--- config.mk ---
export PLATFORM = sky130hd
export DESIGN_NAME = vga_timing_sequencer
export DESIGN_NICKNAME = d
export VERILOG_FILES = /design/src/rtl/vga_timing_sequencer_pkg.sv /design/src/rtl/vga_timing_sequencer_axis_counter.sv /design/src/rtl/vga_timing_sequencer.sv
export SDC_FILE = /design/constraint.sdc
export NUM_CORES = 1
export LEC_CHECK = 0
export BUFFER_PORTS_ARGS = -buffer_cell sky130_fd_sc_hd__buf_2
export CAP_MARGIN = 10
export CORE_AREA = 2 2 85 71
export DETAILED_ROUTE_END_ITERATION = 12
export DIE_AREA = 0 0 87 73
export PLACE_DENSITY = 0.82
export SLEW_MARGIN = 5
export SYNTH_ARGS = -nofsm -noshare
export SYNTH_HDL_FRONTEND = slang
export SYNTH_SLANG_ARGS = --single-unit
--- constraint.sdc ---
create_clock -name CLK -period 5.98 [get_ports CLK]
set_input_delay 0.897 -clock CLK [delete_from_list [all_inputs] [get_ports CLK]]
set_output_delay 0.897 -clock CLK [all_outputs]
set_load 0.1 [all_outputs]
--- src/rtl/vga_timing_sequencer_pkg.sv ---
// ============================================================================
// Module : vga_timing_sequencer_pkg
// Brief  : Shared VGA timing types, counter width and phase-decode helper.
// Rev    : 1.0 - initial release
// ============================================================================
`default_nettype none

package vga_timing_sequencer_pkg;

    localparam int                 CNT_W   = 10;
    localparam int                 CNT_LIM = 1 << CNT_W;
    localparam logic [CNT_W-1:0]   CNT_ONE = CNT_W'(1);

    typedef enum logic [1:0] {
        SEQ_IDLE  = 2'd0,
        SEQ_RUN   = 2'd1,
        SEQ_DRAIN = 2'd2
    } seq_state_t;

    typedef enum logic [1:0] {
        PH_ACT = 2'd0,
        PH_FP  = 2'd1,
        PH_SYN = 2'd2,
        PH_BP  = 2'd3
    } axis_phase_t;

    // Back-porch length is implied: anything past active+front+sync is BP.
    function automatic axis_phase_t axis_phase(
        input logic [CNT_W-1:0] cnt,
        input int               act_len,
        input int               front_len,
        input int               sync_len
    );
        int c;
        c = int'(cnt);
        if (c < act_len)
            axis_phase = PH_ACT;
        else if (c < act_len + front_len)
            axis_phase = PH_FP;
        else if (c < act_len + front_len + sync_len)
            axis_phase = PH_SYN;
        else
            axis_phase = PH_BP;
    endfunction

endpackage

`default_nettype wire

--- src/rtl/vga_timing_sequencer_axis_counter.sv ---
// ============================================================================
// Module : vga_timing_sequencer_axis_counter
// Brief  : One timing axis (H or V): registered count with advance/clear,
//          next-count lookahead, phase of the next count and end-of-axis flag.
// Rev    : 1.0 - initial release
// ============================================================================
`default_nettype none

module vga_timing_sequencer_axis_counter
    import vga_timing_sequencer_pkg::*;
#(
    parameter int ACTIVE = 640,
    parameter int FRONT  = 18,
    parameter int SYNC   = 92,
    parameter int BACK   = 50
) (
    input  logic             clk,
    input  logic             rst,
    input  logic             clear,
    input  logic             advance,
    output logic [CNT_W-1:0] count,
    output logic [CNT_W-1:0] count_next,
    output axis_phase_t      phase_next,
    output logic             last
);

    localparam int               TOTAL    = ACTIVE + FRONT + SYNC + BACK;
    localparam logic [CNT_W-1:0] LAST_CNT = CNT_W'(TOTAL - 1);

    generate
        if (TOTAL > CNT_LIM || TOTAL < 2) begin : g_total_check
            $error("axis total %0d does not fit the %0d-bit counter", TOTAL, CNT_W);
        end
    endgenerate

    always_comb begin
        last = (count == LAST_CNT);
        if (clear)
            count_next = '0;
        else if (advance && last)
            count_next = '0;
        else if (advance)
            count_next = count + CNT_ONE;
        else
            count_next = count;
        phase_next = axis_phase(count_next, ACTIVE, FRONT, SYNC);
    end

    always_ff @(posedge clk or posedge rst) begin
        if (rst)
            count <= '0;
        else
            count <= count_next;
    end

endmodule

`default_nettype wire

--- src/rtl/vga_timing_sequencer.sv ---
// ============================================================================
// Module : vga_timing_sequencer
// Brief  : VGA frame timing with porch-aware syncs and one-cycle lookahead
//          pixel fetch. VGA_TEST_PATTERN_EN adds i_PatternSel colour bars.
// Rev    : 1.0 - initial release
// ============================================================================
`default_nettype none

module vga_timing_sequencer
    import vga_timing_sequencer_pkg::*;
#(
    parameter int H_ACTIVE = 640,
    parameter int H_FRONT  = 18,
    parameter int H_SYNC   = 92,
    parameter int H_BACK   = 50,
    parameter int V_ACTIVE = 480,
    parameter int V_FRONT  = 10,
    parameter int V_SYNC   = 2,
    parameter int V_BACK   = 33,
    parameter int PIX_W    = 3
) (
    input  logic             CLK,
    input  logic             RST,
    input  logic             i_Enable,
    input  logic [PIX_W-1:0] i_PixData,
    input  logic             i_PixValid,
`ifdef VGA_TEST_PATTERN_EN
    input  logic             i_PatternSel,
`endif
    output logic             o_PixReq,
    output logic [CNT_W-1:0] o_PixCol,
    output logic [CNT_W-1:0] o_PixRow,
    output logic [CNT_W-1:0] o_CountCol,
    output logic [CNT_W-1:0] o_CountRow,
    output logic             o_HSync,
    output logic             o_VSync,
    output logic             o_Active,
    output logic [PIX_W-1:0] o_Pixel,
    output logic             o_FrameStart,
    output logic             o_Underrun
);

    localparam int               H_TOTAL = H_ACTIVE + H_FRONT + H_SYNC + H_BACK;
    localparam int               V_TOTAL = V_ACTIVE + V_FRONT + V_SYNC + V_BACK;
    localparam logic [CNT_W-1:0] H_LAST  = CNT_W'(H_TOTAL - 1);
    localparam logic [CNT_W-1:0] V_LAST  = CNT_W'(V_TOTAL - 1);
`ifdef VGA_TEST_PATTERN_EN
    localparam int               BAR_W   = (H_ACTIVE >= 8) ? H_ACTIVE / 8 : 1;
`endif

    seq_state_t       state;
    seq_state_t       state_next;
    logic             running;
    logic             running_next;
    logic             clear_cnt;
    logic             row_advance;
    logic             h_last;
    logic             v_last;
    logic [CNT_W-1:0] col_next;
    logic [CNT_W-1:0] row_next;
    axis_phase_t      h_phase_next;
    axis_phase_t      v_phase_next;
    logic [CNT_W-1:0] col_after;
    logic [CNT_W-1:0] row_after;
    logic             act_next;
    logic             req_next;
    logic             fs_next;
    logic             under_set;
    logic             under_next;
    logic [PIX_W-1:0] pix_next;

    always_ff @(posedge CLK or posedge RST) begin
        if (RST)
            state <= SEQ_IDLE;
        else
            state <= state_next;
    end

    // Stopping is only allowed once the last pixel of the frame is on screen.
    always_comb begin
        state_next = state;
        case (state)
            SEQ_IDLE:  if (i_Enable) state_next = SEQ_RUN;
            SEQ_RUN:   if (!i_Enable) state_next = (h_last && v_last) ? SEQ_IDLE : SEQ_DRAIN;
            SEQ_DRAIN: begin
                if (i_Enable)
                    state_next = SEQ_RUN;
                else if (h_last && v_last)
                    state_next = SEQ_IDLE;
            end
            default:   state_next = SEQ_IDLE;
        endcase
    end

    assign running      = (state != SEQ_IDLE);
    assign running_next = (state_next != SEQ_IDLE);
    assign clear_cnt    = (state_next == SEQ_IDLE);
    assign row_advance  = running && h_last;

    vga_timing_sequencer_axis_counter #(
        .ACTIVE (H_ACTIVE),
        .FRONT  (H_FRONT),
        .SYNC   (H_SYNC),
        .BACK   (H_BACK)
    ) u_h_counter (
        .clk        (CLK),
        .rst        (RST),
        .clear      (clear_cnt),
        .advance    (running),
        .count      (o_CountCol),
        .count_next (col_next),
        .phase_next (h_phase_next),
        .last       (h_last)
    );

    vga_timing_sequencer_axis_counter #(
        .ACTIVE (V_ACTIVE),
        .FRONT  (V_FRONT),
        .SYNC   (V_SYNC),
        .BACK   (V_BACK)
    ) u_v_counter (
        .clk        (CLK),
        .rst        (RST),
        .clear      (clear_cnt),
        .advance    (row_advance),
        .count      (o_CountRow),
        .count_next (row_next),
        .phase_next (v_phase_next),
        .last       (v_last)
    );

    // Position following the one about to be displayed: target of the lookahead request.
    always_comb begin
        col_after = col_next + CNT_ONE;
        row_after = row_next;
        if (col_next == H_LAST) begin
            col_after = '0;
            row_after = (row_next == V_LAST) ? '0 : row_next + CNT_ONE;
        end
    end

    always_comb begin
        act_next  = running_next && (h_phase_next == PH_ACT) && (v_phase_next == PH_ACT);
        fs_next   = running_next && (col_next == '0) && (row_next == '0);
        req_next  = running_next
                    && (axis_phase(col_after, H_ACTIVE, H_FRONT, H_SYNC) == PH_ACT)
                    && (axis_phase(row_after, V_ACTIVE, V_FRONT, V_SYNC) == PH_ACT)
                    && !(state_next == SEQ_DRAIN && col_next == H_LAST && row_next == V_LAST);
        pix_next  = '0;
        under_set = 1'b0;
`ifdef VGA_TEST_PATTERN_EN
        if (i_PatternSel) begin
            req_next = 1'b0;
            if (act_next)
                pix_next = PIX_W'(col_next / BAR_W);
        end else
`endif
        begin
            if (act_next && i_PixValid)
                pix_next = i_PixData;
            under_set = act_next && !i_PixValid;
        end
        under_next = under_set ? 1'b1 : (fs_next ? 1'b0 : o_Underrun);
    end

    always_ff @(posedge CLK or posedge RST) begin
        if (RST) begin
            o_PixReq     <= 1'b0;
            o_PixCol     <= '0;
            o_PixRow     <= '0;
            o_HSync      <= 1'b1;
            o_VSync      <= 1'b1;
            o_Active     <= 1'b0;
            o_Pixel      <= '0;
            o_FrameStart <= 1'b0;
            o_Underrun   <= 1'b0;
        end else begin
            o_PixReq     <= req_next;
            o_PixCol     <= running_next ? col_after : '0;
            o_PixRow     <= running_next ? row_after : '0;
            o_HSync      <= !(running_next && h_phase_next == PH_SYN);
            o_VSync      <= !(running_next && v_phase_next == PH_SYN);
            o_Active     <= act_next;
            o_Pixel      <= pix_next;
            o_FrameStart <= fs_next;
            o_Underrun   <= under_next;
        end
    end

endmodule

`default_nettype wire
* After elaboration in Yosys (flattened, before gate mapping) *
Index checks and enable logic that the tools add are counted.

word-level totals
  bits in registers = 51

operators by class
  reduce and logical (&&, ||, !) cells = 31
  eq/ne operators = 9
  multiplexer cells = 32
  $lt $le $gt $ge = 12
  $add $sub $neg = 4

operator list
  kind                     count
  $mux W10                 11
  $lt A10 B10 Y1 const B   6
  $lt A10 B9 Y1 const B    6
  $add A10 B1 Y10 const B  4
  $eq A10 B10 Y1 const B   4
  $mux W2                  13
  $logic_not A10 Y1        2
  $logic_and A1 B1 Y1      16
  $logic_not A2 Y1         6
  $eq A2 B2 Y1 const B     4
  $mux W1                  6
  $pmux W2 S3              1
  $reduce_bool A2 Y1       3
  $logic_not A1 Y1         4
  $mux W3                  1
  $eq A2 B1 Y1 const B     1

* Logic depth before layout (Yosys ltp) *
  word-level depth = 17
  gate-level depth with buffers = 15
  gate-level depth less buffers = 14

* Cells and area by module *
Synthesis repeated with hierarchy kept, for this count alone.

unflattened totals
  cells, all modules = 331
  area total of the unflattened synthesis = 3,125.5 sq um

modules (own cells, without submodules)
  module                                            area an instance (sq um)  instances  seq. area each (sq um)  cells an instance
  vga_timing_sequencer                              1,601.5                   1          778.2                   164
  vga_timing_sequencer_axis_counter at u_v_counter  798.3                     1          250.2                   88
  vga_timing_sequencer_axis_counter at u_h_counter  725.7                     1          250.2                   79

* Least setup slack after synthesis *
Ideal clock, no wire load.

  path kind = reg2reg
  start = register u_v_counter.count[0]
  end = register o_PixReq
  slack = 1.691 ns
  cell stages (with the launch flop) = 16
  setup time = 0.094 ns
  arrival = 4.195 ns
  data required time = 5.886 ns
  cells stage by stage = dfrtp_1 -> inv_1 -> ha_1 -> or3b_2 -> nor4_1 -> a21oi_1 -> nand2_1 -> a21oi_1 -> ha_1 -> nand4b_1 -> or4_1 -> buf_2 -> nor4_1 -> xor2_1 -> and3_1 -> a211oi_1

on the way
  word-level cells in the longest chain between the ends = 17

RTL lines
  element                            line                                                    source
  start, declared                    vga_timing_sequencer_axis_counter.sv:21                 output logic [CNT_W-1:0] count,
  start signal, assigned             vga_timing_sequencer_axis_counter.sv:53                 count <= count_next;
  $eq A10 B10 Y1 *                   vga_timing_sequencer_axis_counter.sv:37                 last = (count == LAST_CNT);
  $logic_and A1 B1 Y1 *              vga_timing_sequencer.sv:84, vga_timing_sequencer.sv:88
  $mux W2, on equally long branches  vga_timing_sequencer.sv:88, vga_timing_sequencer.sv:84
  $mux W2, on equally long branches  vga_timing_sequencer.sv:86, vga_timing_sequencer.sv:84
  $pmux W2 S3 *                      vga_timing_sequencer.sv:82                              case (state)
  $logic_not A2 Y1 *                 vga_timing_sequencer.sv:97                              assign clear_cnt = (state_next == SEQ_IDLE);
  $mux W10 *                         vga_timing_sequencer_axis_counter.sv:38                 if (clear)
  net col_next[1]                    vga_timing_sequencer.sv:59                              logic [CNT_W-1:0] col_next;
  [... 3 more ...]                   -
  $mux W1                            vga_timing_sequencer_pkg.sv:40                          else if (c < act_len + front_len + sync_len)
  $mux W2                            vga_timing_sequencer_pkg.sv:38                          else if (c < act_len + front_len)
  $mux W2                            vga_timing_sequencer_pkg.sv:36                          if (c < act_len)
  $logic_not A2 Y1                   vga_timing_sequencer.sv:146                             && (axis_phase(col_after, H_ACTIVE, H_FRONT, H_SYNC) == PH_ACT)
  $logic_and A1 B1 Y1                vga_timing_sequencer.sv:146
  $logic_and A1 B1 Y1                vga_timing_sequencer.sv:147                             && (axis_phase(row_after, V_ACTIVE, V_FRONT, V_SYNC) == PH_ACT)
  $logic_and A1 B1 Y1 *              vga_timing_sequencer.sv:148                             && !(state_next == SEQ_DRAIN && col_next == H_LAST && row_next == V_LAST);
  net req_next                       vga_timing_sequencer.sv:66                              logic req_next;
  end signal, assigned               vga_timing_sequencer.sv:178                             o_PixReq <= req_next;
  end, declared                      vga_timing_sequencer.sv:30                              output logic o_PixReq,

The timed path passes the listed nets; every way through them passes the cells marked *.
A chain may end at the register's enable or synchronous reset.

* Worst setup path in the final report *
  start = register u_h_counter.count[0]
  end = register o_PixReq

on the way
  word-level cells in the longest chain between the ends = 17

RTL lines
  element                            line
  start, declared                    vga_timing_sequencer_axis_counter.sv:21
  start signal, assigned             vga_timing_sequencer_axis_counter.sv:53
  $eq A10 B10 Y1                     vga_timing_sequencer_axis_counter.sv:37
  $logic_and A1 B1 Y1                vga_timing_sequencer.sv:84, vga_timing_sequencer.sv:88
  $mux W2, on equally long branches  vga_timing_sequencer.sv:88, vga_timing_sequencer.sv:84
  $mux W2, on equally long branches  vga_timing_sequencer.sv:86, vga_timing_sequencer.sv:84
  $pmux W2 S3                        vga_timing_sequencer.sv:82
  $logic_not A2 Y1                   vga_timing_sequencer.sv:97
  $mux W10 *                         vga_timing_sequencer_axis_counter.sv:38
  net col_next[1]                    vga_timing_sequencer.sv:59
  [... 3 more ...]                   -
  $mux W1                            vga_timing_sequencer_pkg.sv:40
  $mux W2                            vga_timing_sequencer_pkg.sv:38
  $mux W2                            vga_timing_sequencer_pkg.sv:36
  $logic_not A2 Y1                   vga_timing_sequencer.sv:146
  $logic_and A1 B1 Y1                vga_timing_sequencer.sv:146
  $logic_and A1 B1 Y1                vga_timing_sequencer.sv:147
  $logic_and A1 B1 Y1 *              vga_timing_sequencer.sv:148
  net req_next                       vga_timing_sequencer.sv:66

Marks and branches as above.

==> impl_metrics.toml <==
[floorplanning]
die_w_um = 87
core_area_sq_mm = 0.00560
num_rows = 25
initial_core_util = 0.566
die_y_um = 73
dieArea_sq_mm = 0.00635
ios = 56

[critical_path]
crit_path_end_kind = "register"
critPathMaxFanout = 10
r2r-start = "u_h_counter.count[0]"
path_depth = 13
crit_buf_inv = 0
crit_family = "simple AND/OR/NAND/NOR gates"
worstRegToRegCells = 13
criticalPathCategory = "register to register"
worst_path_largest_cell_delay_ns = 0.56
crit_chain = "ha_1 -> nand3_1 -> nor3_2 -> a21oi_1 -> nand2_1 -> a21oi_1 -> ha_1 -> nand4b_1 -> nor4_1 -> nand4_1 -> or4_1 -> a21oi_2 -> a211oi_1"
crit_path_start = "u_h_counter.count[0]"
r2r_setup_slack_ns = 1.56
critPathRequiredTime_ns = 6.16
r2r-end = "o_PixReq"
critical_path_arrival_ns = 4.61
critPathLaunchType = "register"
critPathSlowestCell = "a21oi_1"

[global_routing]
grt_usage = 0.280
grt_antenna_before_repair = 0
grt_pass1_wl_um = 13800
grt_max_degree = 52
grt-ovfl-total = 0
grt_pass1_vias = 2742

[logic_synthesis]
synth_cell_type_count = 62
netlist_area_sq_mm = 0.00317
postSynth.asyncResetShare = 1.00
ys_top_cells_by_area = "dfrtp_1 39%, xnor2_1 4.1%, xor2_1 3.9%"
ys.flop_type = "dfrtp_1"
synth.top_cell.area_share = 0.387
yosysSeqAreaShare = 0.403
synth_edf_count = 0
synth_nets = 360
yosys.area.top_type = "dfrtp_1"
ys_ff_latch = 51
synth_warnings = 0
postSynthAreaPerCell_sq_um = 9.16
synth_cells = 346

[routing]
drtAntennaViolNets = 0
wl_per_cell_um = 18.4
drc = 0
vias = 2916
wirelength_um = 8480
viasPerCell = 6.31
dr.pass1.iters = 6
drt_iter0_markers = 348

[cts]
clk_pin_slew_ns = 0.09
cts_buffers = 5
clk_path_buf_depth = 2
root_buffer = "clkbuf_8"
cts_setup_buffers = 0
cts_repair_resize_count = 0
holdBufCountCts = 0
cts.sinks = 51
htreeDepth = 2
cts_tree = "built"
insertion_delay_ns = 0.31

[pwr]
vdd_drop_max_mv = 0.232
p_leak_nw = 1.73
p_per_area_mw_per_mm2 = 263

[timing]
whs_ns = 0.520
rsz0062_at_grt = "no"
fin_setup_tns_ns = 0
setup_viol = 0
hold_viol_final = 0
fin_crit_ns = 4.42
max_freq_mhz = 226
post-route-period-util = 0.740
tightest_slew_ns = 1.05
timing.slew.headroom = 0.298
finClkSkew_ns = 0.00787
slew_violations = 0

[min_path]
hold_depth = 2
hp-class = "register to register"
hold_end = "o_Underrun"
hp-start = "o_Underrun"

[final_layout]
fin_area_sq_mm = 0.00354
n_antenna_cell = 0
stdcell_count = 462
utilization = 0.633
drive_above_1_share = 0.210
nets = 408
syn_to_final_growth_pct = 11.8
fillers = 480

[flow_run]
cap_violations = 0

[placement]
dpl.hpwl_um = 6340
gp_congestion = 0.920
dpl.cell_count = 454
placed_area_sq_mm = 0.00344
port_buffers = 55

[run_status]
status = "finished clean"
per-stage QoR:
| stage | total power [mW] | worst slack [ns] |
|---|---|---|
| finish | 0.932 | 1.56 |
| global route | 0.965 | 1.21 |
| CTS | 0.931 | 1.65 |
| detailed placement | 0.719 | 1.49 |
| global placement | 0.713 | 1.69 |
| floorplan | 0.662 | 1.69 |
logic make-up (layout without fill, tap and decap cells):
group | after synthesis | in the layout | synth area share
AOI/OAI and AO/OA | 68 | 68 | 0.161
DFF | 51 | 51 | 0.403
buffers and inverters | 32 | 81 | 0.0478
muxes | 2 | 2 | 0.00632
xor gates and xnor gates | 29 | 29 | 0.0801
and+or+nand+nor | 157 | 157 | 0.273
adders and majority gates | 7 | 7 | 0.0276
cell usage after synthesis, types with 2 or more instances:
| cell | instances |
|---|---|
| xor2_1 | 14 |
| o211ai_1 | 6 |
| or3_1 | 6 |
| inv_1 | 18 |
| o2bb2ai_1 | 2 |
| nor3b_1 | 4 |
| dfrtp_1 | 49 |
| mux2i_1 | 2 |
| a211oi_1 | 3 |
| nand4_1 | 8 |
| o211a_1 | 3 |
| buf_2 | 7 |
| nor2_1 | 31 |
| a31oi_1 | 5 |
| nand2b_1 | 4 |
| ha_1 | 7 |
| o31ai_1 | 6 |
| a31o_2 | 4 |
| and2_1 | 7 |
| nand3_1 | 16 |
| and4_1 | 3 |
| clkbuf_1 | 2 |
| nand4b_1 | 5 |
| o21a_1 | 2 |
| dfstp_2 | 2 |
| and3_1 | 8 |
| buf_4 | 4 |
| a21oi_2 | 2 |
| or3b_2 | 2 |
| o21ai_0 | 8 |
| nor3_1 | 6 |
| a21oi_1 | 11 |
| o2111ai_1 | 3 |
| or4_1 | 5 |
| xnor2_1 | 15 |
| o2111a_1 | 2 |
| nand2_1 | 29 |
| or2_2 | 2 |
| nor4_1 | 10 |
placed cells by master (no fill, tap or decap), types with 5 or more instances in the layout:
cell      instances
nand4b_1          5
clkbuf_8          7
nor3_1            6
nor4_1           10
ha_1              7
nand4_1           8
dfrtp_1          49
and2_1            7
and3_1            8
nand2_1          29
xor2_1           14
o31ai_1           6
nor2_1           31
nand3_1          16
xnor2_1          15
a31oi_1           5
or3_1             6
o21ai_0           8
o211ai_1          6
or4_1             5
inv_1            17
buf_2            55
a21oi_1          11
worst min-delay path, cell delays in order (launching register included):
cell       delay, ns
dfrtp_1         0.38
inv_1           0.05
o2bb2ai_1       0.05
worst max-delay path by stage:
stage,to,slack (ns)
after floorplan,o_PixReq,1.69
final,o_PixReq,1.56
after CTS,o_PixReq,1.65
after global placement,o_PixReq,1.69
after global routing,o_PixReq,1.21
after detailed placement,o_PixReq,1.49
area by class of cell:
class                   count  area [sq um]  area share
clock buffers               8           100      0.0282
inverters                  18          67.6      0.0191
multi-input cells         263          1740       0.491
flip-flops and latches     51          1280       0.361
well taps                  67          83.8      0.0236
repair buffers             55           275      0.0777
metal layers:
layer | up-vias | wire length (um) | global-route usage
met3 | 17 | 918 | 0.0837
met1 | 1369 | 3850 | 0.421
met5 | - | 0 | 0
met2 | 175 | 3550 | 0.391
li1 | 1355 | - | -
met4 | 0 | 162 | 0.0799
registers in the layout, summed over array words and instances, names as in the netlist:
register / count
o_Underrun: 1
o_FrameStart: 1
o_Pixel: 3
o_HSync: 1
state: 2
o_PixReq: 1
o_PixCol: 10
o_PixRow: 10
u_v_counter.count: 10
o_Active: 1
o_VSync: 1
u_h_counter.count: 10
power breakdown:
| group | leakage, nW | total, mW | switching, mW | internal [mW] |
|---|---|---|---|---|
| registers | 0.683 | 0.398 | 0.0290 | 0.369 |
| clock network | 0.0515 | 0.218 | 0.112 | 0.106 |
| logic | 0.991 | 0.316 | 0.262 | 0.0537 |
Note: power is estimated with default switching activity, not from simulation.
